$ cat config.mk
export PLATFORM = sky130hd
export DESIGN_NAME = register_file_flat
export DESIGN_NICKNAME = d
export VERILOG_FILES = /design/src/rtl/register_file_pkg.sv /design/src/rtl/register_file_if.sv /design/src/rtl/register_file_sr_unit.sv /design/src/rtl/register_file.sv /design/src/flat_wrapper.sv
export SDC_FILE = /design/constraint.sdc
export NUM_CORES = 1
export LEC_CHECK = 0
export CORE_MARGIN = 5
export CORE_UTILIZATION = 55
export CTS_BUF_LIST = sky130_fd_sc_hd__clkbuf_4 sky130_fd_sc_hd__clkbuf_8 sky130_fd_sc_hd__clkbuf_16
export DETAILED_ROUTE_END_ITERATION = 16
export PLACE_DENSITY = 0.78
export SLEW_MARGIN = 40
export SYNTH_ARGS = -nofsm -noshare
export SYNTH_HDL_FRONTEND = slang
export SYNTH_SLANG_ARGS = --single-unit
$ cat constraint.sdc
create_clock -name clk -period 3.3 [get_ports clk]
set_clock_uncertainty 0.05 [all_clocks]
set_input_delay 0.495 -clock clk [delete_from_list [all_inputs] [get_ports clk]]
set_output_delay 0.495 -clock clk [all_outputs]
set_load 0.03 [all_outputs]
$ cat src/rtl/register_file_pkg.sv
// Shared constants for the MSP430 register file: register indices, SR bit
// positions and the flag bundle carried by the execute stage.
package register_file_pkg;

  localparam int NUM_REGS = 16;

  localparam logic [3:0] REG_PC  = 4'd0;
  localparam logic [3:0] REG_SP  = 4'd1;
  localparam logic [3:0] REG_SR  = 4'd2;
  localparam logic [3:0] REG_CG2 = 4'd3;
  localparam logic [3:0] REG_R4  = 4'd4;
  localparam logic [3:0] REG_R15 = 4'd15;

  localparam int SR_C    = 0;
  localparam int SR_Z    = 1;
  localparam int SR_N    = 2;
  localparam int SR_GIE  = 3;
  localparam int SR_SCG0 = 6;
  localparam int SR_V    = 8;

  // Only SCG0 survives an interrupt acknowledge.
  localparam logic [15:0] SR_INTACK_KEEP = 16'(1 << SR_SCG0);

  typedef struct packed {
    logic v;
    logic n;
    logic z;
    logic c;
  } flags_t;

endpackage

$ cat src/rtl/register_file_if.sv
// Control/data bundle between the decode FSM / ALU and the register file.
// master = CPU control side, slave = register file.
interface register_file_if;
  logic        IdxF;
  logic        IF;
  logic        SPF;
  logic        INTACK;
  logic        Ex;
  logic [3:0]  SRnew;
  logic [3:0]  srcA;
  logic [3:0]  dstA;
  logic        IW6;
  logic        srcInc;
  logic        dstInc;
  logic        RW;
  logic [15:0] result;
  logic [15:0] ISR;
  logic [15:0] PCout;
  logic [15:0] SPout;
  logic [15:0] Rsrc;
  logic [15:0] Rdst;
  logic [3:0]  SRcurrent;
  logic        GIE;

  modport master (
    output IdxF, IF, SPF, INTACK, Ex, SRnew, srcA, dstA, IW6,
           srcInc, dstInc, RW, result, ISR,
    input  PCout, SPout, Rsrc, Rdst, SRcurrent, GIE
  );

  modport slave (
    input  IdxF, IF, SPF, INTACK, Ex, SRnew, srcA, dstA, IW6,
           srcInc, dstInc, RW, result, ISR,
    output PCout, SPout, Rsrc, Rdst, SRcurrent, GIE
  );
endinterface

$ cat src/rtl/register_file_sr_unit.sv
// Status register (R2) owner: merges execute-stage flags, handles explicit
// write-back and the interrupt-acknowledge clear, and exposes flags and GIE.
module register_file_sr_unit
  import register_file_pkg::*;
(
  input  logic        clk,
  input  logic        rst,
  input  logic        intack,
  input  logic        ex,
  input  logic [3:0]  srnew,
  input  logic        wr_en,
  input  logic [15:0] wr_data,
  output logic [15:0] sr,
  output logic [3:0]  flags,
  output logic        gie
);

  flags_t newf;
  assign newf = flags_t'(srnew);

  // SR update: interrupt acknowledge beats write-back, which beats flag merge.
  always_ff @(posedge clk) begin
    if (!rst) begin
      sr <= '0;
    end else if (intack) begin
      sr <= sr & SR_INTACK_KEEP;
    end else if (wr_en) begin
      sr <= wr_data;
    end else if (ex) begin
      sr[SR_V] <= newf.v;
      sr[SR_N] <= newf.n;
      sr[SR_Z] <= newf.z;
      sr[SR_C] <= newf.c;
    end
  end

  assign flags = {sr[SR_V], sr[SR_N], sr[SR_Z], sr[SR_C]};
  assign gie   = sr[SR_GIE];

endmodule

$ cat src/rtl/register_file.sv
// MSP430 register file R0..R15 with combinational src/dst read ports,
// write-back, autoincrement and fetch/push/interrupt side effects.
// Optional build macro: REGFILE_CG_EN (constant-generator view of R3/R2 on Rsrc).
module register_file
  import register_file_pkg::*;
#(
  parameter logic [15:0] RESET_PC = 16'h4400,
  parameter logic [15:0] RESET_SP = 16'h0000
) (
  input  logic            clk,
  input  logic            rst,
  register_file_if.slave  bus
);

  logic [15:0]         regs [NUM_REGS];
  logic [15:0]         wdata;
  logic [15:0]         gen_step;
  logic [NUM_REGS-1:0] wr_sel;
  logic [NUM_REGS-1:0] inc_sel;
  logic [15:0]         sr;
  logic [3:0]          sr_flags;
  logic                sr_gie;

  // Decode write-back data, increment step and per-register write/increment hits.
  always_comb begin
    wdata    = bus.IW6 ? {8'h00, bus.result[7:0]} : bus.result;
    gen_step = bus.IW6 ? 16'd1 : 16'd2;
    wr_sel   = '0;
    inc_sel  = '0;
    for (int i = 0; i < NUM_REGS; i++) begin
      wr_sel[i]  = bus.RW && (bus.dstA == 4'(i));
      inc_sel[i] = (bus.srcInc && (bus.srcA == 4'(i))) ||
                   (bus.dstInc && (bus.dstA == 4'(i)));
    end
  end

  register_file_sr_unit u_sr (
    .clk     (clk),
    .rst     (rst),
    .intack  (bus.INTACK),
    .ex      (bus.Ex),
    .srnew   (bus.SRnew),
    .wr_en   (wr_sel[REG_SR]),
    .wr_data (wdata),
    .sr      (sr),
    .flags   (sr_flags),
    .gie     (sr_gie)
  );

  // Register array update; R2 lives in the SR unit and R3 is hard zero,
  // so their array slots are held at zero.
  always_ff @(posedge clk) begin
    if (!rst) begin
      for (int i = 0; i < NUM_REGS; i++) begin
        regs[i] <= '0;
      end
      regs[REG_PC] <= RESET_PC;
      regs[REG_SP] <= RESET_SP;
    end else begin
      for (int i = 0; i < NUM_REGS; i++) begin
        if (i == int'(REG_PC)) begin
          if (bus.INTACK) begin
            regs[i] <= bus.ISR & 16'hFFFE;
          end else if (wr_sel[i]) begin
            regs[i] <= wdata & 16'hFFFE;
          end else if (inc_sel[i]) begin
            regs[i] <= regs[i] + 16'd2;
          end else if (bus.IF || bus.IdxF) begin
            regs[i] <= regs[i] + 16'd2;
          end
        end else if (i == int'(REG_SP)) begin
          if (wr_sel[i]) begin
            regs[i] <= wdata & 16'hFFFE;
          end else if (inc_sel[i]) begin
            regs[i] <= regs[i] + 16'd2;
          end else if (bus.SPF) begin
            regs[i] <= regs[i] - 16'd2;
          end
        end else if (i == int'(REG_SR) || i == int'(REG_CG2)) begin
          regs[i] <= '0;
        end else begin
          if (wr_sel[i]) begin
            regs[i] <= wdata;
          end else if (inc_sel[i]) begin
            regs[i] <= regs[i] + gen_step;
          end
        end
      end
    end
  end

  // Source read port; the constant-generator build decodes R3/R2 explicitly.
  always_comb begin
`ifdef REGFILE_CG_EN
    case (bus.srcA)
      REG_CG2: bus.Rsrc = 16'h0000;
      REG_SR:  bus.Rsrc = sr;
      default: bus.Rsrc = regs[bus.srcA];
    endcase
`else
    if (bus.srcA == REG_SR) begin
      bus.Rsrc = sr;
    end else begin
      bus.Rsrc = regs[bus.srcA];
    end
`endif
  end

  // Destination read port; R3 always reads as zero.
  always_comb begin
    case (bus.dstA)
      REG_CG2: bus.Rdst = 16'h0000;
      REG_SR:  bus.Rdst = sr;
      default: bus.Rdst = regs[bus.dstA];
    endcase
  end

  assign bus.PCout     = regs[REG_PC];
  assign bus.SPout     = regs[REG_SP];
  assign bus.SRcurrent = sr_flags;
  assign bus.GIE       = sr_gie;

endmodule

$ cat src/flat_wrapper.sv
// flat-port wrapper written by rule: the top's interface ports become plain ports
module register_file_flat import register_file_pkg::*;
#(
  parameter logic [15:0] RESET_PC = 16'h4400,
  parameter logic [15:0] RESET_SP = 16'h0000
)
  (clk, rst, bus_IdxF, bus_IF, bus_SPF, bus_INTACK, bus_Ex, bus_SRnew, bus_srcA, bus_dstA, bus_IW6, bus_srcInc, bus_dstInc, bus_RW, bus_result, bus_ISR, bus_PCout, bus_SPout, bus_Rsrc, bus_Rdst, bus_SRcurrent, bus_GIE);
  register_file_if bus_i ();
  input  logic clk;
  input  logic rst;
  input wire logic [$bits(bus_i.IdxF)-1:0] bus_IdxF;
  input wire logic [$bits(bus_i.IF)-1:0] bus_IF;
  input wire logic [$bits(bus_i.SPF)-1:0] bus_SPF;
  input wire logic [$bits(bus_i.INTACK)-1:0] bus_INTACK;
  input wire logic [$bits(bus_i.Ex)-1:0] bus_Ex;
  input wire logic [$bits(bus_i.SRnew)-1:0] bus_SRnew;
  input wire logic [$bits(bus_i.srcA)-1:0] bus_srcA;
  input wire logic [$bits(bus_i.dstA)-1:0] bus_dstA;
  input wire logic [$bits(bus_i.IW6)-1:0] bus_IW6;
  input wire logic [$bits(bus_i.srcInc)-1:0] bus_srcInc;
  input wire logic [$bits(bus_i.dstInc)-1:0] bus_dstInc;
  input wire logic [$bits(bus_i.RW)-1:0] bus_RW;
  input wire logic [$bits(bus_i.result)-1:0] bus_result;
  input wire logic [$bits(bus_i.ISR)-1:0] bus_ISR;
  output wire logic [$bits(bus_i.PCout)-1:0] bus_PCout;
  output wire logic [$bits(bus_i.SPout)-1:0] bus_SPout;
  output wire logic [$bits(bus_i.Rsrc)-1:0] bus_Rsrc;
  output wire logic [$bits(bus_i.Rdst)-1:0] bus_Rdst;
  output wire logic [$bits(bus_i.SRcurrent)-1:0] bus_SRcurrent;
  output wire logic [$bits(bus_i.GIE)-1:0] bus_GIE;
  assign bus_i.IdxF = bus_IdxF;
  assign bus_i.IF = bus_IF;
  assign bus_i.SPF = bus_SPF;
  assign bus_i.INTACK = bus_INTACK;
  assign bus_i.Ex = bus_Ex;
  assign bus_i.SRnew = bus_SRnew;
  assign bus_i.srcA = bus_srcA;
  assign bus_i.dstA = bus_dstA;
  assign bus_i.IW6 = bus_IW6;
  assign bus_i.srcInc = bus_srcInc;
  assign bus_i.dstInc = bus_dstInc;
  assign bus_i.RW = bus_RW;
  assign bus_i.result = bus_result;
  assign bus_i.ISR = bus_ISR;
  assign bus_PCout = bus_i.PCout;
  assign bus_SPout = bus_i.SPout;
  assign bus_Rsrc = bus_i.Rsrc;
  assign bus_Rdst = bus_i.Rdst;
  assign bus_SRcurrent = bus_i.SRcurrent;
  assign bus_GIE = bus_i.GIE;
  register_file #(.RESET_PC(RESET_PC), .RESET_SP(RESET_SP)) u_core (.clk(clk), .rst(rst), .bus(bus_i));
endmodule
### Word-level counts from Yosys, hierarchy flattened

Memories as Yosys holds them, arrays and structs flattened.
Cells that the tools add are included.

| word-level totals | value |
|---|---|
| bits in writable memories | 256 |
| memories kept | 1 |
| bits of input ports | 55 |
| register bits | 16 |
| output and inout port bits | 69 |

| operators by class | value |
|---|---|
| reductions and logical operators | 63 |
| bitwise logic cells | 37 |
| $add $sub $neg | 15 |
| equality and inequality tests | 29 |
| muxes and demuxes | 159 |

Memories:

| memory | depth | bits a word | rd ports | clocked after memory_dff | wr ports | RTL line | text |
|---|---|---|---|---|---|---|---|
| u_core.regs | 16 | 16 | 16 | 0 | 16 | register_file.sv:15 | `logic [15:0] regs [NUM_REGS];` |

Operators with widths:

| cell | count |
|---|---|
| $mux 16 | 37 |
| $add 16x16->16 | 12 |
| $mux 1 | 118 |
| $eq 4x4->1 const B | 16 |
| $logic_and 1x1->1 | 43 |
| $or 1x1->1 | 35 |
| $add 16x2->16 const B | 2 |
| $eq 4x3->1 const B | 8 |
| $pmux 16 s2 | 1 |
| $sub 16x2->16 const B | 1 |
| $logic_or 1x1->1 | 15 |
| $eq 4x2->1 const B | 3 |
| $eq 4x1->1 const B | 2 |
| $logic_not 4->1 | 2 |
| $mux 3 | 2 |
| $mux 2 | 1 |
| $not 1->1 | 2 |
| $reduce_and 2->1 | 1 |
| $reduce_bool 2->1 | 1 |
| $reduce_or 2->1 | 1 |

### Depth between registers and ports, before layout

| depth | value |
|---|---|
| word-level depth | 10 |
| gate-level depth with buffers | 8 |
| gate-level depth less buffers | 7 |

### By module

From an unflattened synthesis, not the netlist that was laid out.

| second synthesis, totals | value |
|---|---|
| cell total of the unflattened synthesis | 1819 |
| area, all modules | 18905.6 um2 |

By module, submodules not included:

| module | cells each | area an instance (um2) | times used |
|---|---|---|---|
| register_file | 1757 | 18230.0 | 1 |
| register_file_sr_unit | 62 | 675.6 | 1 |

### Least setup slack after synthesis

OpenSTA, ideal clock, no wires.

| timing path | value |
|---|---|
| kind | input to register |
| start | input port bus_dstA[1] |
| end | memory u_core.regs[12][0] (enable) |
| arrival | 3.096 ns |
| required time | 2.803 ns |
| slack | -0.293 ns |
| stages on the path | 4 |
| buffers on the path | 3 |
| path through | buf_2 -> buf_2 -> buf_1 -> o311ai_0 |

RTL lines:

| what | RTL line | text |
|---|---|---|
| start: declaration | flat_wrapper.sv:18 | `input wire logic [$bits(bus_i.dstA)-1:0] bus_dstA;` |
| end: declaration | register_file.sv:15 |  |

### Worst setup path after layout

| timing path | value |
|---|---|
| start | input port bus_srcA[3] |
| end | output port bus_Rsrc[2] |

| between the ends | value |
|---|---|
| longest elaborated chain between the ends | 2 |

Ends and longest elaborated chain:

| what | RTL line | text |
|---|---|---|
| start: declaration | flat_wrapper.sv:17 | `input wire logic [$bits(bus_i.srcA)-1:0] bus_srcA;` |
| $mem_v2 16x16 / $eq 4x2->1 (equally long branches) | - |  |
| $mux 16 * | register_file.sv:101 | `if (bus.srcA == REG_SR) begin` |
| end: declaration | flat_wrapper.sv:27 | `output wire logic [$bits(bus_i.Rsrc)-1:0] bus_Rsrc;` |

Every way passes the cells marked *; elsewhere a longest branch is shown, timed or not.

==> metrics.yaml <==
synth_commonest_cells: "edfxtp_1, nand2_1, nor2_1"
hold_viol: 0
tightest_slew_ns: 0.8379
postCtsHoldBufs: 0
clk_pin_slew_ns: 0.06
criticalPathCategory: "primary input to output pin"
antenna_left: 0
dpl.hpwl_mm: 50.51
core.rowCount: 67
drtIter0Drc: 3241
grt_pass1_wl_mm: 103.1
via_count: 17260
start_kind: "primary input"
grt_pass1_vias: 16270
crit_path_max_fanout: 13
antenna_found_initial: 2
synthToLayoutAreaGrowth_pct: 16.67
start_util_pct: 55.50
postPlaceCellArea_mm2: 0.02070
crit_top_cell: "buf_4"
drt_pass1_iterations: 8
critPathBufInv: 3
ys.flop_type: "edfxtp_1"
setup-tns-final_ns: 0
yosys_warnings: 0
wire_per_inst_um: 28.24
viasPerCell: 7.081
layout.nets: 2061
cp_cell_sequence: "clkdlybuf4s50_1 > nor2_1 > buf_4 > a22oi_1 > a21oi_1 > buf_4"
max-clock-path-buffers: 3
final_max_slew_viol_count: 0
cts_resized: 0
synth_area_leaders: "edfxtp_1, mux4_2, xnor2_1"
setup_viol: 0
slew_headroom_pct: 44.02
yosysUniqueCellTypes: 73
die_h_um: 193.5
portBuffers: 120
max_freq_mhz: 317.7
arrival_ns: 2.60
postCtsSetupRepairBufs: 0
place_congestion: 1.084
cp.required_ns: 2.75
syn_area_mm2: 0.01852
grt_max_degree: 61
power_density_mw_per_mm2: 420.6
critPathCaptureType: "output pin"
drc: 0
rsz0062_at_grt: "no"
async_reset_ff_share_pct: 0
finalCritPeriodShare_pct: 95.39
tritoncts: "built"
clk_latency_ns: 0.58
cpLargestDelayFamily: "buffers and inverters"
yosysSeqAreaShare_pct: 37.73
synth_edf_count: 222
ioPinCount: 124
critPathSlowestCell: "clkdlybuf4s50_1"
yosysMostFrequentCell: "edfxtp_1"
htree_levels: 1
fp.dieW_um: 193.5
hold_path_class: "flop to flop"
drive_gt1_share_pct: 16.94
vdd_ir_drop_max_v: 0.0004258
cts_root_buf: "clkbuf_16"
fin_util_pct: 64.75
synth_top_area_share_pct: 36.00
design.die.area_mm2: 0.03744
grt_remaining_overflow: 0
syn_inst: 1843
cts_sinks: 238
grtUsageTotal_pct: 35.50
cts_made_buffers: 28
fin_crit_ns: 3.148
leakage_nw: 7.547
max_cap_viol_count: 0
outcome: "completed"
routed_wl_mm: 68.85
core_mm2: 0.03336
cpPeakStageDelay_ns: 0.70
holdWs_ns: 0.4876
fin_area_mm2: 0.02160
avgSynthCellArea_um2: 10.05
synth_area_leader_cell: "edfxtp_1"
ys_seq_elements: 238
-- final timing paths --
path                            from            endpoint  slack [ns]  cells after the start
setup reg to reg  u_core.regs[1][10]  u_core.regs[1][15]        0.92                      5
setup / recovery         bus_srcA[3]         bus_Rsrc[2]        0.15                      6
hold reg to reg   u_core.u_sr.sr[11]  u_core.u_sr.sr[11]        0.49                      2
hold / removal    u_core.u_sr.sr[11]  u_core.u_sr.sr[11]        0.49                      2
-- sequential cells by signal, indices dropped and copies added, names as in the netlist --
name	flops
u_core.u_sr.sr	16
u_core.regs	222
-- where the power goes --
group	internal (mW)	switching (mW)
combinational	0.874	1.19
sequential	3.54	0.374
clock	1.77	1.34
-- layout make-up --
| class | instances | area [um2] |
|---|---|---|
| Multi-Input combinational cell | 1431 | 10810 |
| Clock buffer | 39 | 802.0 |
| Fill cell | 2673 | 11760 |
| Antenna cell | 1 | 2.502 |
| Tap cell | 448 | 560.5 |
| Timing Repair Buffer | 223 | 2175 |
| Inverter | 45 | 168.9 |
| Clock inverter | 13 | 100.1 |
| Sequential cell | 238 | 6987 |
-- tightest hold or removal path, delay by kind of cell, from the launching register on --
| kind | cells | cell delay, ns |
|---|---|---|
| DFF | 1 | 0.33 |
| AOI/OAI and AO/OA | 1 | 0.12 |
| and+or+nand+nor | 1 | 0.04 |
-- metal layers --
metal | vias up | global-route usage (%) | part of all wire [%]
li1 | 7241 | - | -
met1 | 8187 | 47.22 | 35
met2 | 1528 | 50.70 | 42
met4 | 4 | 20.09 | 7.5
met5 | - | 0 | 0.028
met3 | 303 | 12.44 | 16
-- cells by family (layout without fill, tap and decap cells) --
kind of cell / Yosys count / in the layout / share of synthesized area [%]
xor gates and xnor gates: 203 / 203 / 9.601
and+or+nand+nor: 652 / 652 / 16.96
muxes: 153 / 153 / 14.79
adders and majority gates: 39 / 39 / 3.122
AOI/OAI and AO/OA: 382 / 382 / 13.70
DFF: 238 / 238 / 37.73
buffers and inverters: 175 / 320 / 4.081
other: 1 / 3 / 0.02025
-- layout by cell type (no fill, tap or decap), types with 9 or more instances in the layout --
| cell type | Yosys | final |
|---|---|---|
| buf_4 | 7 | 113 |
| nor2b_1 | 20 | 17 |
| and3_1 | 22 | 22 |
| clkdlybuf4s50_1 | 0 | 83 |
| edfxtp_1 | 222 | 222 |
| xnor2_1 | 124 | 124 |
| and2_1 | 9 | 9 |
| mux2i_1 | 43 | 43 |
| or3_1 | 16 | 16 |
| clkbuf_16 | 0 | 28 |
| nand2_1 | 177 | 176 |
| a211oi_1 | 25 | 25 |
| nand3_1 | 86 | 86 |
| mux2_2 | 15 | 15 |
| nor2_1 | 171 | 171 |
| o22ai_1 | 60 | 60 |
| a21oi_1 | 82 | 82 |
| buf_12 | 0 | 24 |
| fa_1 | 12 | 12 |
| inv_1 | 45 | 44 |
| o21ai_0 | 63 | 63 |
| nor4_1 | 13 | 13 |
| a22oi_1 | 76 | 76 |
| a222oi_1 | 19 | 19 |
| nor3_1 | 48 | 48 |
| nand2b_1 | 10 | 10 |
| xor2_1 | 79 | 79 |
| mux4_2 | 95 | 95 |
| dfxtp_1 | 16 | 16 |
| nand4_1 | 32 | 32 |
| ha_1 | 27 | 27 |
| and4_1 | 12 | 12 |
-- metrics by stage --
step | total power, mW | worst slack, ns | std cells
floorplan | 5.020 | 0.3867 | 1844
detailed placement | 5.932 | 0.2042 | 2385
global placement | 5.881 | 0.2536 | 2385
finish | 9.087 | 0.1520 | 2438
global route | 9.301 | 0.1462 | 2437
CTS | 8.986 | 0.2110 | 2437
Power figures use the tool's default switching activity.
